<file path="src/rtl/wb_writer.sv">
// wb_writer: register-file write-back from ALU results and in-order load responses
// Ports:
//   clk, rst                      clock; asynchronous active-low reset
//   alu_valid/alu_rd/alu_data     execute-stage result, always accepted
//   load_issue_valid/rd/ready     load issue handshake (tag FIFO push, busy set)
//   mem_resp_valid/data/ready     in-order load data (data FIFO push)
//   rs1, rs2 -> rs1_busy, rs2_busy scoreboard lookups for decode stalls
//   write_en/addr/data            register-file ALU write port
//   mem_write_en/addr/data        register-file memory write port
//   pending                       outstanding load count
//   err                           sticky protocol-error flag
module wb_writer #(
    parameter int XLEN   = 32,
    parameter int REG_AW = 5,
    parameter int DEPTH  = 4
) (
    input  logic                     clk,
    input  logic                     rst,
    input  logic                     alu_valid,
    input  logic [REG_AW-1:0]        alu_rd,
    input  logic [XLEN-1:0]          alu_data,
    input  logic                     load_issue_valid,
    input  logic [REG_AW-1:0]        load_issue_rd,
    output logic                     load_issue_ready,
    input  logic                     mem_resp_valid,
    input  logic [XLEN-1:0]          mem_resp_data,
    output logic                     mem_resp_ready,
    input  logic [REG_AW-1:0]        rs1,
    input  logic [REG_AW-1:0]        rs2,
    output logic                     rs1_busy,
    output logic                     rs2_busy,
    output logic                     write_en,
    output logic [REG_AW-1:0]        write_addr,
    output logic [XLEN-1:0]          write_data,
    output logic                     mem_write_en,
    output logic [REG_AW-1:0]        mem_write_addr,
    output logic [XLEN-1:0]          mem_write_data,
    output logic [$clog2(DEPTH):0]   pending,
    output logic                     err
);
    localparam int AW = $clog2(DEPTH);
    localparam int CW = AW + 1;
    localparam int NREG = 2 ** REG_AW;
    localparam logic [CW-1:0] FULL = CW'(DEPTH);

    logic [REG_AW-1:0] tag_q [DEPTH];
    logic [XLEN-1:0]   dat_q [DEPTH];
    logic [AW-1:0]     t_wp, t_rp, d_wp, d_rp;
    logic [CW-1:0]     t_cnt, d_cnt;
    logic [NREG-1:0]   busy;
    logic              issue, resp, push, retire, alu_hazard;
    logic [REG_AW-1:0] head_tag;

    assign load_issue_ready = (t_cnt != FULL) && !busy[load_issue_rd];
    assign mem_resp_ready   = d_cnt != FULL;
    assign issue            = load_issue_valid && load_issue_ready;
    assign resp             = mem_resp_valid && mem_resp_ready;
    // a response with no matching outstanding tag is dropped and flagged
    assign push             = resp && (d_cnt != t_cnt);
    // ALU owns the write-back slot; buffered load data drains in idle ALU cycles
    assign retire           = !alu_valid && (d_cnt != '0);
    assign head_tag         = tag_q[t_rp];
    assign alu_hazard       = alu_valid && (alu_rd != '0) && busy[alu_rd];
    assign rs1_busy         = (rs1 != '0) && busy[rs1];
    assign rs2_busy         = (rs2 != '0) && busy[rs2];
    assign pending          = t_cnt;

    always_ff @(posedge clk) begin
        if (issue) tag_q[t_wp] <= load_issue_rd;
        if (push) dat_q[d_wp] <= mem_resp_data;
    end

    always_ff @(posedge clk or negedge rst) begin
        if (!rst) begin
            t_wp           <= '0;
            t_rp           <= '0;
            d_wp           <= '0;
            d_rp           <= '0;
            t_cnt          <= '0;
            d_cnt          <= '0;
            busy           <= '0;
            err            <= 1'b0;
            write_en       <= 1'b0;
            write_addr     <= '0;
            write_data     <= '0;
            mem_write_en   <= 1'b0;
            mem_write_addr <= '0;
            mem_write_data <= '0;
        end else begin
            t_wp  <= t_wp + AW'(issue);
            t_rp  <= t_rp + AW'(retire);
            d_wp  <= d_wp + AW'(push);
            d_rp  <= d_rp + AW'(retire);
            t_cnt <= t_cnt + CW'(issue) - CW'(retire);
            d_cnt <= d_cnt + CW'(push) - CW'(retire);
            err   <= err | alu_hazard | (resp && !push);
            // issue to a busy rd is refused, so set and clear never hit the same bit
            if (retire) busy[head_tag] <= 1'b0;
            if (issue && load_issue_rd != '0) busy[load_issue_rd] <= 1'b1;
            if (alu_valid) begin
                write_en     <= 1'b1;
                write_addr   <= alu_rd;
                write_data   <= alu_data;
                mem_write_en <= 1'b0;
            end else if (retire) begin
                write_en       <= 1'b0;
                mem_write_en   <= head_tag != '0;
                mem_write_addr <= head_tag;
                mem_write_data <= dat_q[d_rp];
            end else begin
                write_en     <= 1'b0;
                mem_write_en <= 1'b0;
            end
        end
    end
endmodule

</file>
<file path="config.mk">
export PLATFORM = sky130hd
export DESIGN_NAME = wb_writer
export DESIGN_NICKNAME = d
export VERILOG_FILES = /design/src/rtl/wb_writer.sv
export SDC_FILE = /design/constraint.sdc
export NUM_CORES = 1
export LEC_CHECK = 0
export BUFFER_PORTS_ARGS = -buffer_cell sky130_fd_sc_hd__buf_2
export CAP_MARGIN = 20
export CORE_MARGIN = 5
export CORE_UTILIZATION = 51
export CTS_CLUSTER_SIZE = 16
export DETAILED_ROUTE_END_ITERATION = 12
export PLACE_DENSITY = 0.72
export SETUP_SLACK_MARGIN = 0.3
export SYNTH_ARGS = -nofsm -noshare
export SYNTH_HDL_FRONTEND = slang
export SYNTH_SLANG_ARGS = --single-unit
</file>
<file path="constraint.sdc">
create_clock -name clk -period 3.8 [get_ports clk]
set_input_delay 0.57 -clock clk [delete_from_list [all_inputs] [get_ports clk]]
set_output_delay 0.57 -clock clk [all_outputs]
set_load 0.02 [all_outputs]
</file>
==> out/metrics.csv, run 1 <==
metric,value,unit
layout cell share with drive strength beyond 1,44.00,%
Die H,159.6,microns
syn_area_per_cell,17.32,sq um
"Cell Area, Synth",11410,sq um
"Top FF cell, synth",edfxtp_1,
Post-synth ARST share,45.39,%
Final setup viols,0,
Post-CTS Setup Bufs,0,
drt drc,0,
H-tree levels,1,
worst r2r path cells,12,
antenna-violating nets left,0,
MaxCap Viol Count,0,
pins over their slew limit,0,
core area,21960,sq um
worst reg-to-reg setup slack,0.82,ns
crit path launch type,input pin,
Vias per Instance,5.881,
Leak,0.005263,uW
crit path DAT,2.51,ns
end of the worst register-to-register path,pending[2],
Initial Util,51.98,%
final hold vios,0,
Initial DRT Pass Iterations,5,
area share of the largest cell type after synthesis,38.93,%
IO Pins,173,
FF-to-FF Start,busy[5],
RSZ-0062 raised after global routing,no,
CP Capture Type,output pin,
# hold bufs at CTS,0,
dpl ws,0.2536,ns
Die Area,25470,sq um
TritonCTS Sinks,271,
pwr/cell area,773.7,nW/um^2
register area share after synthesis,65.90,%
all-layer global routing usage,19.84,%
port bufs,172,
final setup margin,0.7245,ns
Synth-to-Final Area Change,18.22,%
Slew @ Worst Pin,0.8942,ns
Crit Path Class,input pin to output pin,
synth unique cells,55,
Crit Path Max Fanout,20,
via count,6698,
clk buf depth,3,
#FFs+latches synth,271,
Post-Synthesis Cells,659,
routed length per placed instance,22.15,microns
syn nets,758,
fin nets,936,
worst hold path type,input pin to async pin,
status,completed,
Worst-Skew Late Latency,0.54,ns
# rows,54,
gp weighted congestion,0.8731,
Clock Tree Root,clkbuf_16,
CTS Buf Count,28,
antenna cells,0,
FMAX,325.2,MHz
final wirelength,25230,microns
number of enable flip-flop cells after synthesis,148,
largest area contributor in the netlist,edfxtp_1,
global-route wire length before repair,40190,microns
CTS tree,yes,
Slew Limit Headroom,40.39,%
Area contributors post-synth,"edfxtp_1 39%, dfrtp_1 27%, mux4_2 13%",
Layout Skew,0.01506,ns
PostCTS Resize Cnt,0,
Tmin final,3.075,ns
Max VDD drop,0.4539,mV
WP data required,3.23,ns
CP Launch Point,load_issue_rd[0],
Initial DRC Count,554,
Tcrit/Tclk final,80.93,%
vias in the first global route,7142,
antenna violations before repair,4,
Die Span X,159.6,microns
Overflow after GRT,0,
warning count from the yosys run,0,
largest net degree at the start of global routing,48,
Worst-path clk slew,0.05,ns
Detail Placement HPWL,17160,microns
setup TNS,0,ns
cell type report:
type,instances,area [sq um]
clock buffer,44,790.8
inverter,10,37.54
multi-input combinational,342,3722
fill,1607,8464
sequential,271,7523
tap,280,350.3
timing repair buffer,184,965.9
clock inverter,8,103.9
worst max-delay path: stages:
cell and delay, ns:
buf_2 0.35, mux4_1 0.61, or2_1 0.26, a21oi_1 0.14, and4_1 0.24, buf_4 0.16
buf_2 0.17
through the flow:
step	hold WS, ns	power (uW)	utilization, %	area [sq um]	cells
after floorplan	0.2744	6751	-	11420	659
after global placement	0.4732	7748	57.38	12600	1087
final	0.05503	10440	61.45	13490	1139
after CTS	0.07738	10560	61.45	13490	1139
after global routing	0.1018	11010	61.45	13490	1139
after detailed placement	0.4738	7899	57.38	12600	1087
routing by layer:
metal  track usage, %  routed length (microns)  up-vias
li1                 -                        -     2938
met1            26.88                    10400     3385
met2            32.51                    11980      314
met3            5.048                     2215       53
met4            5.168                      586        8
met5                0                       43        -
report_power, final:
part / leakage (uW) / internal [uW] / switching (uW)
clock network: 0.000433 / 1560 / 1060
registers: 0.00282 / 3990 / 627
logic: 0.00201 / 1510 / 1680
total: 0.00526 / 7070 / 3370
cell usage in the layout, fill, tap and decap left out, drive strengths merged, types with 3 or more instances in the layout:
cell    synthesis  layout
buf            14     184
edfxtp        148     148
dfrtp         123     123
mux2           78      78
mux4           68      68
o21ai          59      59
clkbuf         22      44
nand2          35      35
inv            10      10
mux2i           9       9
ha              8       8
xor2            7       7
nor2            7       7
nor3            6       6
nor2b           5       5
nand2b          5       5
clkinv          0       5
nand3b          4       4
xnor2           4       4
nand3           4       4
a21bo           4       4
and2            3       3
and3            3       3
flip-flops by register name, indices dropped and copies added (netlist names), 3 cells and up:
register,count
mem_write_addr,5
mem_write_data,32
d_cnt,3
tag_q,20
write_addr,5
dat_q,128
pending,3
write_data,32
busy,32
cell usage after synthesis, drive strengths merged, types with 2 or more instances:
cell type	n
edfxtp	148
dfrtp	123
mux2	78
mux4	68
o21ai	59
nand2	35
clkbuf	22
buf	14
inv	10
mux2i	9
ha	8
nor2	7
xor2	7
nor3	6
nand2b	5
nor2b	5
a21bo	4
nand3	4
nand3b	4
xnor2	4
and2	3
and3	3
a211oi	2
a22oi	2
and4	2
and4b	2
fa	2
nand4b	2
nor3b	2
o31ai	2
worst max-delay path by stage:
stage / end / slack (ns) / cells past startpoint
CTS: load_issue_ready / 0.76 / 7
global route: pending[2] / 0.63 / 13
global placement: pending[2] / 0.37 / 13
floorplan: pending[2] / 0.58 / 14
finish: load_issue_ready / 0.72 / 7
detailed placement: pending[2] / 0.25 / 13
logic make-up (layout without fill, tap and decap cells):
family / Yosys count / in the layout / synth area share, %
DFF: 271 / 271 / 65.90
muxes: 155 / 155 / 22.03
and+or+nand+nor: 88 / 88 / 4.187
AOI/OAI and AO/OA: 78 / 78 / 4.012
buffers and inverters: 46 / 246 / 1.798
xor gates and xnor gates: 11 / 11 / 0.8440
adders and majority gates: 10 / 10 / 1.228
No activity file was read; power rests on OpenSTA's default activity.
==> inputs of run 2 (changes only) <==
==> constraint.sdc (replaced) <==
create_clock -name clk -period 2.7 [get_ports clk]
set_input_delay 0.405 -clock clk [delete_from_list [all_inputs] [get_ports clk]]
set_output_delay 0.405 -clock clk [all_outputs]
set_load 0.02 [all_outputs]
==> out/metrics.csv, run 2 (synthesis results as in run 1) <==
metric,value,unit,change
fin nets,975,,+4.2%
CP Capture Type,output pin,,
antenna cells,0,,unchanged
Tcrit/Tclk final,104.3,%,
port bufs,172,,unchanged
Crit Path Max Fanout,4,,-80%
WP data required,2.30,ns,-0.93 ns
# rows,54,,unchanged
CTS tree,yes,,
CTS Buf Count,29,,+3.6%
IO Pins,173,,unchanged
Synth-to-Final Area Change,23.83,%,
H-tree levels,1,,unchanged
max reg flops,128,,unchanged
Layout Skew,0.01884,ns,+0.003784 ns
clk buf depth,3,,unchanged
vias in the first global route,7147,,+0.070%
largest net degree at the start of global routing,69,,+44%
RSZ-0062 raised after global routing,yes,,
Clock Tree Root,clkbuf_16,,
Initial Util,51.98,%,unchanged
failing checks,negative setup slack,,
Die H,159.6,microns,unchanged
Initial DRT Pass Iterations,5,,unchanged
pwr/cell area,1115,nW/um^2,+44%
drt drc,0,,unchanged
MaxCap Viol Count,0,,unchanged
layout cell share with drive strength beyond 1,49.72,%,+5.7 points
FMAX,355.1,MHz,
combinational share of power,33.1,%,+2.5 points
Largest Register,dat_q,,
status,"finished, violations left",,
Final setup viols,3,,+3
gp weighted congestion,0.9041,,+3.6%
Worst-path clk slew,0.06,ns,about the same
TritonCTS Sinks,271,,unchanged
Internal Power,10770,uW,+52%
most frequent cells in the layout,"168 x buf_2, 148 x edfxtp_1, 119 x dfrtp_1",,
final hold vios,0,,unchanged
antenna violations before repair,4,,unchanged
Crit Path Class,register to output pin,,
Leak,0.005571,uW,+5.9%
"Core Util, Final",64.37,%,+2.9 points
switching power,4987,uW,+48%
antenna-violating nets left,0,,unchanged
sw frac,31.64,%,-0.66 points
Slew Limit Headroom,57.81,%,+17 points
all-layer global routing usage,20.09,%,+0.25 points
"commonest non-fill, non-tap cell in the layout",buf_2,,
Die Span X,159.6,microns,unchanged
Initial DRC Count,505,,-8.8%
crit path launch type,register,,
Reg power frac,40.3,%,-3.9 points
Slew @ Worst Pin,0.6305,ns,-0.2638 ns
Tmin final,2.816,ns,
worst hold path type,input pin to register,,
final wirelength,25590,microns,+1.4%
core area,21960,sq um,unchanged
multi-input logic area,3821,sq um,+2.7%
crit path DAT,2.41,ns,-0.10 ns
via count,6774,,+1.1%
final setup margin,-0.1162,ns,-0.8407 ns
Overflow after GRT,0,,unchanged
overall power,15760,uW,+51%
Vias per Instance,5.746,,-2.3%
Die Area,25470,sq um,unchanged
Worst-Skew Late Latency,0.55,ns,about the same
Filler Cells Inserted,1568,,-2.4%
Max VDD drop,0.6638,mV,+46%
Register Area,7527,sq um,about the same
pins over their slew limit,0,,unchanged
routed length per placed instance,21.71,microns,-2.0%
clock power share,26.6,%,+1.5 points
Detail Placement HPWL,17270,microns,+0.66%
global-route wire length before repair,40860,microns,+1.7%
[run 2: changes by cell type in the layout (fill, tap and decap cells not counted), moves of 4 or more]
cell       previous run  this run
buf_6                 0        11
inv_2                 0         4
bufinv_16             2         6
inv_1                10         6
buf_4                12        36
clkbuf_1             13         3
buf_12                1         6
[run 2: path summary, 6_finish.rpt]
check                                       start                  to  slack [ns]  cells past startpoint
worst max-delay path                     busy[14]            rs1_busy       -0.12                      5
worst min-delay path            mem_resp_data[20]        dat_q[2][20]        0.07                      1
worst max register to register            busy[6]          pending[2]       -0.01                     12
worst min register to register     write_data[18]      write_data[18]        0.50                      1
max in group asynchronous                     rst          pending[0]        1.48                      3
min in group asynchronous                     rst  mem_write_data[23]        0.43                      2
[run 2: final cells by class]
class / instances / share of cell area, %
clock buffer: 33 / 5.311
clock inverter: 21 / 2.001
inverter: 10 / 0.2656
multi-input combinational: 342 / 27.03
sequential: 271 / 53.25
tap: 280 / 2.479
timing repair buffer: 222 / 9.657
[run 2: timing repair]
item / in CTS / in global routing
hold endpoints to repair: 38 / 0
pin swaps: 3 / 2
setup endpoints to repair: 8 / 10
hold buffers: 1 / 0
resized for setup: 19 / 14
setup buffers: 0 / 3
[run 2: per-layer routing]
metal	vias up	global-route usage (%)	part of all wire [%]
met4	8	4.773	2.0
met1	3410	27.94	42
li1	3019	-	-
met5	-	0	0.11
met3	52	5.048	8.1
met2	285	32.41	47
[run 2: critical path, stage by stage, from the launching register on]
cell and delay, ns:
dfrtp_1 0.38, buf_4 0.16, mux4_2 0.45, mux4_2 0.47
mux2_4 0.29, buf_6 0.13
[run 2: power groups by stage]
| stage | clock (uW) | sequential [uW] | combinational (uW) |
|---|---|---|---|
| 6_report | 4190 | 6360 | 5220 |
| 4_1_cts | 4280 | 6360 | 5190 |
| 5_1_grt | 4450 | 6500 | 5650 |
| 3_5_place_dp | 0 | 6420 | 5050 |
| 3_3_place_gp | 0 | 6340 | 4960 |
| 2_1_floorplan | 0 | 6640 | 2940 |
[run 2: through the flow]
| step | worst slack, ns | std cells | setup TNS, ns | area, sq um | hold slack, ns |
|---|---|---|---|---|---|
| detailed placement | -0.4892 | 1121 | -2.521 | 12960 | 0.4702 |
| CTS | -0.1351 | 1176 | -0.2768 | 14070 | 0.03838 |
| floorplan | -0.2085 | 659 | -0.3154 | 11490 | 0.1094 |
| global placement | -0.4696 | 1121 | -1.834 | 12960 | 0.4585 |
| finish | -0.1162 | 1179 | -0.2311 | 14130 | 0.06709 |
| global route | -0.1807 | 1179 | -0.4810 | 14130 | 0.04761 |
==> inputs of run 3 (changes only) <==
--- a/config.mk
+++ b/config.mk
@@ -5,13 +5,15 @@
 export SDC_FILE = /design/constraint.sdc
 export NUM_CORES = 1
 export LEC_CHECK = 0
+export ABC_AREA = 1
 export BUFFER_PORTS_ARGS = -buffer_cell sky130_fd_sc_hd__buf_2
 export CAP_MARGIN = 20
 export CORE_MARGIN = 5
-export CORE_UTILIZATION = 51
+export CORE_UTILIZATION = 52
 export CTS_CLUSTER_SIZE = 16
 export DETAILED_ROUTE_END_ITERATION = 12
-export PLACE_DENSITY = 0.72
+export GPL_TIMING_DRIVEN = 0
+export PLACE_DENSITY = 0.73
 export SETUP_SLACK_MARGIN = 0.3
 export SYNTH_ARGS = -nofsm -noshare
 export SYNTH_HDL_FRONTEND = slang
==> out/metrics.csv, run 3 <==
metric,value,unit,change
Max VDD drop,0.8546,mV,+29%
CTS tree,yes,,
"Top FF cell, synth",edfxtp_1,,
"commonest non-fill, non-tap cell in the layout",nor2_1,,
pwr/cell area,1091,nW/um^2,-2.1%
overall power,15770,uW,about the same
Die Area,25950,sq um,+1.9%
number of enable flip-flop cells after synthesis,148,,unchanged
core area,22570,sq um,+2.8%
Die Span X,161.1,microns,+0.93%
CTS Buf Count,28,,-3.4%
Tmin final,2.454,ns,-0.3622 ns
"top cells by count, synth","223 x nor2_1, 178 x nand2_1, 154 x o21ai_0",,
largest area contributor in the netlist,edfxtp_1,,
area share of the largest cell type after synthesis,37.44,%,-1.5 points
Clock Tree Root,clkbuf_16,,
CP Capture Type,register,,
Initial DRC Count,776,,+54%
most frequent cells in the layout,"221 x nor2_1, 176 x nand2_1, 169 x buf_2",,
Overflow after GRT,0,,unchanged
RSZ-0062 raised after global routing,yes,,
Final setup viols,0,,-3
FMAX,407.5,MHz,+15%
MaxCap Viol Count,0,,unchanged
Initial Util,52.59,%,+0.61 points
Layout Skew,0.009588,ns,-0.009255 ns
worst r2r path cells,14,,+2
status,completed,,
Area contributors post-synth,"edfxtp_1 37%, dfrtp_1 26%, nor2_1 7.1%",,
largest net degree at the start of global routing,87,,+26%
pins over their slew limit,0,,unchanged
# rows,55,,+1.9%
Filler Cells Inserted,1828,,+17%
Leak,0.006015,uW,+8.0%
IO Pins,173,,unchanged
"Cell Area, Synth",11870,sq um,+4.0%
Post-synth ARST share,45.39,%,unchanged
Initial DRT Pass Iterations,5,,unchanged
Worst-Skew Late Latency,0.53,ns,-0.02 ns
register area share after synthesis,63.36,%,-2.5 points
Slew @ Worst Pin,0.8569,ns,+0.2264 ns
Synth-to-Final Area Change,21.74,%,
warning count from the yosys run,0,,unchanged
via count,9435,,+39%
Crit Path Max Fanout,4,,unchanged
global-route wire length before repair,48670,microns,+19%
Vias per Instance,5.527,,-3.8%
max reg flops,128,,unchanged
Worst-path clk slew,0.06,ns,about the same
clk buf depth,3,,unchanged
worst hold path type,input pin to register,,
drt drc,0,,unchanged
synth unique cells,31,,-44%
antenna cells,0,,unchanged
layout cell share with drive strength beyond 1,21.80,%,-28 points
Die H,161.1,microns,+0.93%
Tcrit/Tclk final,90.89,%,-13 points
most frequent cell after synthesis,nor2_1,,
H-tree levels,1,,unchanged
hold depth,1,,unchanged
Layout Cells excl Fill,1707,,+45%
final hold vios,0,,unchanged
crit path launch type,register,,
all-layer global routing usage,23.45,%,+3.4 points
syn_area_per_cell,10.09,sq um,-42%
antenna-violating nets left,0,,unchanged
antenna violations before repair,4,,unchanged
TritonCTS Sinks,271,,unchanged
final wirelength,31210,microns,+22%
Largest Register,dat_q,,
gp weighted congestion,0.9102,,+0.67%
WP data required,3.11,ns,+0.81 ns
syn nets,1276,,+68%
Post-Synthesis Cells,1177,,+79%
vias in the first global route,9041,,+27%
Detail Placement HPWL,21160,microns,+23%
#FFs+latches synth,271,,unchanged
fin nets,1499,,+54%
routed length per placed instance,18.29,microns,-16%
Crit Path Class,register to register,,
Inst Count DP,1637,,+46%
Slew Limit Headroom,42.44,%,-15 points
crit path DAT,2.86,ns,+0.45 ns
port bufs,167,,-2.9%
run 3: cell count changes after synthesis, sizes merged, moves of 9 or more:
cell | before | now
mux2 | 78 | 33
nand3 | 4 | 70
mux2i | 9 | 0
clkbuf | 22 | 42
o21ai | 59 | 154
inv | 10 | 62
nand2 | 35 | 178
mux4 | 68 | 0
nor2 | 7 | 225
a21oi | 1 | 32
a31oi | 0 | 33
run 3: area by class of cell:
type                       instances  area (sq um)  area share, %
buffer                            59         260.3          1.801
clock buffer                      34         744.5          5.151
clock inverter                    18         193.9          1.342
inverter                          64         240.2          1.662
multi-input combinational        783          3940          27.26
sequential                       271          7537          52.15
tap                              285         356.6          2.467
timing repair buffer             193          1180          8.164
run 3: cells by family (layout without fill, tap and decap cells):
| group | count (synthesis) | count (layout) | synth area share, % |
|---|---|---|---|
| xor gates and xnor gates | 11 | 11 | 0.8115 |
| buffers and inverters | 123 | 368 | 4.132 |
| muxes | 33 | 33 | 3.130 |
| AOI/OAI and AO/OA | 235 | 235 | 10.60 |
| DFF | 271 | 271 | 63.36 |
| adders and majority gates | 10 | 10 | 1.180 |
| and+or+nand+nor | 494 | 494 | 16.78 |
run 3: power by group:
group	switching [uW]	internal, uW
logic	3670	1830
clock network	1540	2340
registers	760	5620
run 3: final timing paths:
kind                                        start  slack [ns]                 to
worst max-delay path                      busy[9]        0.25         pending[2]
worst min-delay path            mem_resp_data[31]        0.08       dat_q[1][31]
worst max register to register            busy[9]        0.25         pending[2]
worst min register to register  mem_write_addr[0]        0.49  mem_write_addr[0]
max in group asynchronous                     rst        1.55           busy[26]
min in group asynchronous                     rst        0.36  mem_write_addr[0]
run 3: layer usage:
layer / vias to the layer above / track usage (%) / share of wire (%)
met4: 8 / 7.639 / 2.7
met2: 376 / 40.31 / 50
met5: - / 0 / 0.15
li1: 4471 / - / -
met3: 68 / 4.542 / 7.4
met1: 4512 / 30.23 / 40
run 3: what timing repair did:
action                     in CTS  in global routing
gates resized for setup         9                 22
hold buffers                    2                  0
setup endpoints to repair      37                 38
hold endpoints to repair       38                  0
pin swaps                       3                 10
setup buffers                   4                 12
run 3: worst max-delay path: stages, from the launching register on:
cell	delay (ns)
dfrtp_2	0.45
nand2_2	0.08
o21ai_2	0.05
nand2_1	0.05
nand2_1	0.05
nand2_1	0.05
nand2_1	0.06
nor2_2	0.15
nand4_1	0.23
ha_1	0.36
inv_1	0.06
ha_2	0.16
inv_2	0.04
fa_1	0.40
xnor2_1	0.13
run 3: metrics by stage:
stage,hold slack [ns],setup TNS (ns),area (sq um),utilization (%),setup WS [ns]
6_report,0.07881,0,14450,64.03,0.2461
4_1_cts,0.06329,0,14330,63.49,0.2768
3_3_place_gp,0.4701,-190.52,13090,57.97,-1.023
2_1_floorplan,0.1094,0,11890,-,0.005207
5_1_grt,0.06812,0,14450,64.03,0.1120
3_5_place_dp,0.3510,-1.869,13310,58.97,-0.4958
